===== config.mk =====
export PLATFORM = sky130hd
export DESIGN_NAME = ifu_fetch
export DESIGN_NICKNAME = d
export VERILOG_FILES = /design/src/rtl/ifu_fetch.sv
export SDC_FILE = /design/constraint.sdc
export NUM_CORES = 1
export LEC_CHECK = 0
export BUFFER_PORTS_ARGS = -buffer_cell sky130_fd_sc_hd__buf_2
export CAP_MARGIN = 20
export CORE_MARGIN = 2
export CORE_UTILIZATION = 25
export CTS_CLUSTER_DIAMETER = 150
export CTS_CLUSTER_SIZE = 30
export DETAILED_ROUTE_END_ITERATION = 7
export SYNTH_ARGS = -nofsm -noshare
export SYNTH_HDL_FRONTEND = slang
export SYNTH_SLANG_ARGS = --single-unit

===== constraint.sdc =====
create_clock -name clk -period 5.4 [get_ports clk]
set_clock_uncertainty 0.05 [all_clocks]
set_input_delay 0.54 -clock clk [delete_from_list [all_inputs] [get_ports clk]]
set_output_delay 0.54 -clock clk [all_outputs]
set_load 0.1 [all_outputs]

===== src/rtl/ifu_fetch.sv =====
// Instruction fetch unit: fetch PC register, combinational-read instruction memory port and
// a DEPTH-entry fetch buffer. Optional PC range check enabled by macro IFU_PC_RANGE_CHECK_EN.
module ifu_fetch #(
   parameter logic [31:0] RESET_PC = 32'h0000_3000,
   parameter int          DEPTH    = 2
) (
   input  logic        clk,
   input  logic        reset,
   output logic [31:0] imem_addr,
   input  logic [31:0] imem_instr,
   input  logic        redirect_valid,
   input  logic [31:0] redirect_pc,
   output logic        out_valid,
   input  logic        out_ready,
   output logic [31:0] out_instr,
   output logic [31:0] out_pc,
   output logic        out_fault
);

   localparam int PTR_W = (DEPTH > 1) ? $clog2(DEPTH) : 1;
   localparam int CNT_W = $clog2(DEPTH + 1);
   localparam logic [PTR_W-1:0] PTR_ONE  = PTR_W'(1);
   localparam logic [PTR_W-1:0] PTR_ZERO = PTR_W'(0);
   localparam logic [CNT_W-1:0] CNT_ONE  = CNT_W'(1);
   localparam logic [CNT_W-1:0] CNT_ZERO = CNT_W'(0);
   localparam logic [CNT_W-1:0] DEPTH_C  = CNT_W'(DEPTH);

   logic [31:0]      pc_q, pc_d;
   logic [PTR_W-1:0] rd_ptr_q, rd_ptr_d;
   logic [PTR_W-1:0] wr_ptr_q, wr_ptr_d;
   logic [CNT_W-1:0] count_q, count_d;
   logic [31:0]      instr_mem_q [DEPTH];
   logic [31:0]      pc_mem_q    [DEPTH];
   logic             push_s;
   logic             pop_s;
   logic             redirect_unused_s;

`ifdef IFU_PC_RANGE_CHECK_EN
   logic             fault_mem_q [DEPTH];

   function automatic logic pc_out_of_range(input logic [31:0] pc);
      return (pc < 32'h0000_3000) || (pc > 32'h0000_6FFC);
   endfunction
`endif

   // Targets are word aligned; the low redirect bits are intentionally dropped.
   assign redirect_unused_s = ^redirect_pc[1:0];

   assign imem_addr = pc_q;
   assign out_valid = (count_q != CNT_ZERO);
   assign out_instr = instr_mem_q[rd_ptr_q];
   assign out_pc    = pc_mem_q[rd_ptr_q];

`ifdef IFU_PC_RANGE_CHECK_EN
   assign out_fault = fault_mem_q[rd_ptr_q];
`else
   assign out_fault = 1'b0;
`endif

   // Handshake decode: a pop frees a slot for the same-cycle push; redirect blocks the push.
   always_comb begin
      pop_s  = out_valid && out_ready;
      push_s = 1'b0;
      if (!redirect_valid && ((count_q < DEPTH_C) || pop_s)) begin
         push_s = 1'b1;
      end else begin
         push_s = 1'b0;
      end
   end

   // Next-state for PC, pointers and occupancy.
   always_comb begin
      pc_d     = pc_q;
      rd_ptr_d = rd_ptr_q;
      wr_ptr_d = wr_ptr_q;
      count_d  = count_q;
      if (redirect_valid) begin
         pc_d     = {redirect_pc[31:2], 2'b00};
         rd_ptr_d = PTR_ZERO;
         wr_ptr_d = PTR_ZERO;
         count_d  = CNT_ZERO;
      end else begin
         if (push_s) begin
            pc_d     = pc_q + 32'd4;
            wr_ptr_d = wr_ptr_q + PTR_ONE;
         end else begin
            pc_d     = pc_q;
            wr_ptr_d = wr_ptr_q;
         end
         if (pop_s) begin
            rd_ptr_d = rd_ptr_q + PTR_ONE;
         end else begin
            rd_ptr_d = rd_ptr_q;
         end
         case ({push_s, pop_s})
            2'b10:   count_d = count_q + CNT_ONE;
            2'b01:   count_d = count_q - CNT_ONE;
            default: count_d = count_q;
         endcase
      end
   end

   // Control state registers with synchronous active-low reset.
   always_ff @(posedge clk) begin
      if (!reset) begin
         pc_q     <= RESET_PC;
         rd_ptr_q <= PTR_ZERO;
         wr_ptr_q <= PTR_ZERO;
         count_q  <= CNT_ZERO;
      end else begin
         pc_q     <= pc_d;
         rd_ptr_q <= rd_ptr_d;
         wr_ptr_q <= wr_ptr_d;
         count_q  <= count_d;
      end
   end

   // Buffer storage; cleared on reset so the head reads as zero until the first push.
   always_ff @(posedge clk) begin
      if (!reset) begin
         for (int i = 0; i < DEPTH; i++) begin
            instr_mem_q[i] <= 32'd0;
            pc_mem_q[i]    <= 32'd0;
         end
      end else if (push_s) begin
         instr_mem_q[wr_ptr_q] <= imem_instr;
         pc_mem_q[wr_ptr_q]    <= pc_q;
      end else begin
         instr_mem_q[wr_ptr_q] <= instr_mem_q[wr_ptr_q];
         pc_mem_q[wr_ptr_q]    <= pc_mem_q[wr_ptr_q];
      end
   end

`ifdef IFU_PC_RANGE_CHECK_EN
   // Fault bit storage, tagged at push time from the fetch PC.
   always_ff @(posedge clk) begin
      if (!reset) begin
         for (int i = 0; i < DEPTH; i++) begin
            fault_mem_q[i] <= 1'b0;
         end
      end else if (push_s) begin
         fault_mem_q[wr_ptr_q] <= pc_out_of_range(pc_q);
      end else begin
         fault_mem_q[wr_ptr_q] <= fault_mem_q[wr_ptr_q];
      end
   end
`endif

endmodule

==> summary.md <==
| Metric | Value |
|---|---|
| Largest area contributor in the netlist | edfxtp_1 |
| # DRC | 0 |
| Top_reg_cell synth | edfxtp_1 |
| Nets | 815 |
| Largest net degree at the start of global routing | 63 |
| Clock sink total | 159 |
| First-pass GRT wire length | 29,920 um |
| Die X | 176.9 um |
| Worst skew pair latency | 420 ps |
| Final Hold Viols | 0 |
| DRT antenna net count | 0 |
| Clock tree from TritonCTS | done |
| Placed Cells | 1,116 |
| P&R area growth vs syn | 23.18% |
| Crit share post-route | 51.45% |
| DP Worst Slack | 2176 ps |
| Syn Area/Cell | 12.30 um2 |
| CP max stage cell | dfxtp_4 |
| Asr flop ratio synth | 0% |
| Clock-pin slew on the worst setup and hold paths | 70 ps |
| Hold Crit Class | input pin to flop |
| Routed wl met2 | 9836 um |
| Hold WS | 282.5 ps |
| Drt initial violations | 284 |
| Initial antenna violation count | 1 |
| Vias | 5,120 |
| Final std cells w/o fill | 1,149 |
| Setup TNS | 0 ps |
| Peak Freq | 360.0 MHz |
| Minimum clock period after layout | 2778 ps |
| Final setup margin | 2622 ps |
| 1st-pass router iterations | 4 |
| Critical Path AT | 2190 ps |
| Total CTS buffers | 17 |
| Share of post-route cells with drive strength above 1 | 34.83% |
| Seq/Total Area, Yosys | 59.18% |
| Required time worst endpoint | 4810 ps |
| Worst VDD drop | 0.1743 mV |
| Fillers | 2,995 |
| Synthesized cell area | 7476 um2 |
| Met3 WL | 586 um |
| EDFF count, synth | 124 |
| Postcts setup bufs | 0 |
| Pwr/cell area | 362.2 nW/um2 |
| Gr ovfl total | 0 |
| Status | finished, final reports clean |
| WS Path Type | flop to primary output |
| CP peak stage delay | 930 ps |
| Number of synthesized register bits | 159 |
| Total of max-cap violations | 0 |
| RSZ-0062 raised after global routing | no |
| Clk buf depth | 2 |
| Vias in the first global route | 5,164 |
| Final setup vio count | 0 |
| H-tree Lvls | 4 |
| Die Y | 176.9 um |
| Top Ports | 166 |
| Cts hold-fix bufs | 0 |
| Least-Margin Pin Slew | 1012 ps |
| CP Cell Sequence | mux2_2 > buf_2 |
| LEAKAGE | 3.705 nW |
| Area contributors post-synth | edfxtp_1 (50%), and2_1 (11%), dfxtp_1 (9.4%) |
| DP HPWL | 12,520 um |
| Final core utilization | 31.15% |
| DR top layer | met4 |
| Overall routing resource usage | 12.88% |
| Final max-slew violation count | 0 |
| Max FO, Critical Path | 62 |
| Area share of the largest cell type after synthesis | 49.81% |
| Post-Route WL | 19,670 um |
| Met1 wire length | 8893 um |
| Slew margin rel. | 32.56% |
| Die footprint | 31,300 um2 |
| Initial Util | 25.29% |
| Critical path endpoint category | primary output |
| Via/cell ratio | 4.456 |
| # resized after CTS | 0 |
| Area of the multi-input gates | 2851 um2 |
| Crit path launch type | flop |
| Register area | 4428 um2 |
| GP Congestion | 0.7199 |
| Yosys warning count | 0 |
| Std-Cell Rows | 63 |
| Routed wire per std cell | 17.11 um |
| PortBufs | 158 |
| Post-synth cell types | 47 |
| Syn Inst Count | 608 |
| Clk root buf | clkbuf_16 |
| CORE AREA | 29,560 um2 |
-- stage by stage --
stage / instance area (um2) / total power, mW
3_5_place_dp: 8611 / 2.158
2_1_floorplan: 7491 / 2.026
3_3_place_gp: 8611 / 2.151
4_1_cts: 9206 / 3.377
6_report: 9209 / 3.335
5_1_grt: 9209 / 3.468
-- metal layers --
| metal | vias up | global-route usage, % |
|---|---|---|
| li1 | 2474 | - |
| met4 | 0 | 4.855 |
| met2 | 109 | 22.01 |
| met5 | - | 0 |
| met1 | 2517 | 16.11 |
| met3 | 20 | 2.405 |
-- path summary, 6_finish.rpt --
check	slack, ps	to	startpoint	depth (start not counted)
worst max register to register	3060	instr_mem_q[0][5]	count_q[1]	5
worst min register to register	470	count_q[1]	count_q[1]	2
worst max-delay path	2620	out_pc[17]	flop	2
worst min-delay path	280	imem_addr[3]	redirect_pc[3]	2
-- cells by family (layout without fill, tap and decap cells) --
family,after synthesis,in the layout,share of synthesized area [%]
simple gates,245,245,19.87
flops,159,159,59.18
compound gates,74,74,6.594
mux,62,62,9.339
buf+inv,53,199,3.230
xor+xnor,12,12,1.406
fa+ha+maj,2,2,0.3347
other cells,1,6,0.05016
-- cell usage after synthesis, drive strengths merged (2+ instances only) --
master  count
and2      129
edfxtp    124
mux2       62
dfxtp      35
clkbuf     34
o21ai      29
nand2      27
buf        15
nand3      11
nand4      11
nor2       11
nor4       11
or3        10
a31oi       9
o31ai       8
xnor2       8
nand2b      7
or4         7
a21oi       6
and3        6
and4        6
inv         4
nor3        4
o211a       4
o311a       4
xor2        4
a211o       3
o31a        3
a311oi      2
ha          2
nor2b       2
nor3b       2
o211ai      2
-- area by class of cell --
cell class	count	share of cell area, %
Antenna cell	1	0.02717
Clock buffer	26	6.019
Clock inverter	6	0.4484
Inverter	4	0.1630
Multi-Input combinational cell	400	30.96
Sequential cell	159	48.08
Tap cell	390	5.299
Timing Repair Buffer	163	8.995
-- critical path: cells and delay by family, from the launching register on --
kind | cells | cell delay [ps]
mux | 1 | 300
buf+inv | 1 | 440
flops | 1 | 930
-- cell usage in the layout, fill, tap and decap left out, types with 5 or more instances in the layout --
cell,n
conb_1,5
a31oi_1,9
mux2_2,62
nor2_1,11
o31ai_1,8
nand3_1,10
buf_2,158
o21ai_0,28
and2_1,129
or3_1,10
xnor2_1,8
dfxtp_1,34
edfxtp_1,124
nand4_1,9
buf_4,5
or4_1,7
nand2b_1,6
a21oi_1,6
clkbuf_16,21
nor4_1,11
and3_1,5
and4_1,6
nand2_1,25
-- sequential cells by signal (all words and copies together), names as in the netlist, named ones only --
signal,count
wr_ptr_q,1
imem_addr,30
pc_mem_q,60
rd_ptr_q,1
count_q,2
instr_mem_q,64
-- report_power, final --
group	switching, mW	internal, mW	total [mW]	leakage [nW]
combinational	0.549	0.123	0.672	1.80
clock	0.499	0.714	1.21	0.292
sequential	0.0521	1.40	1.45	1.61
Note: power is estimated with default switching activity, not from simulation.
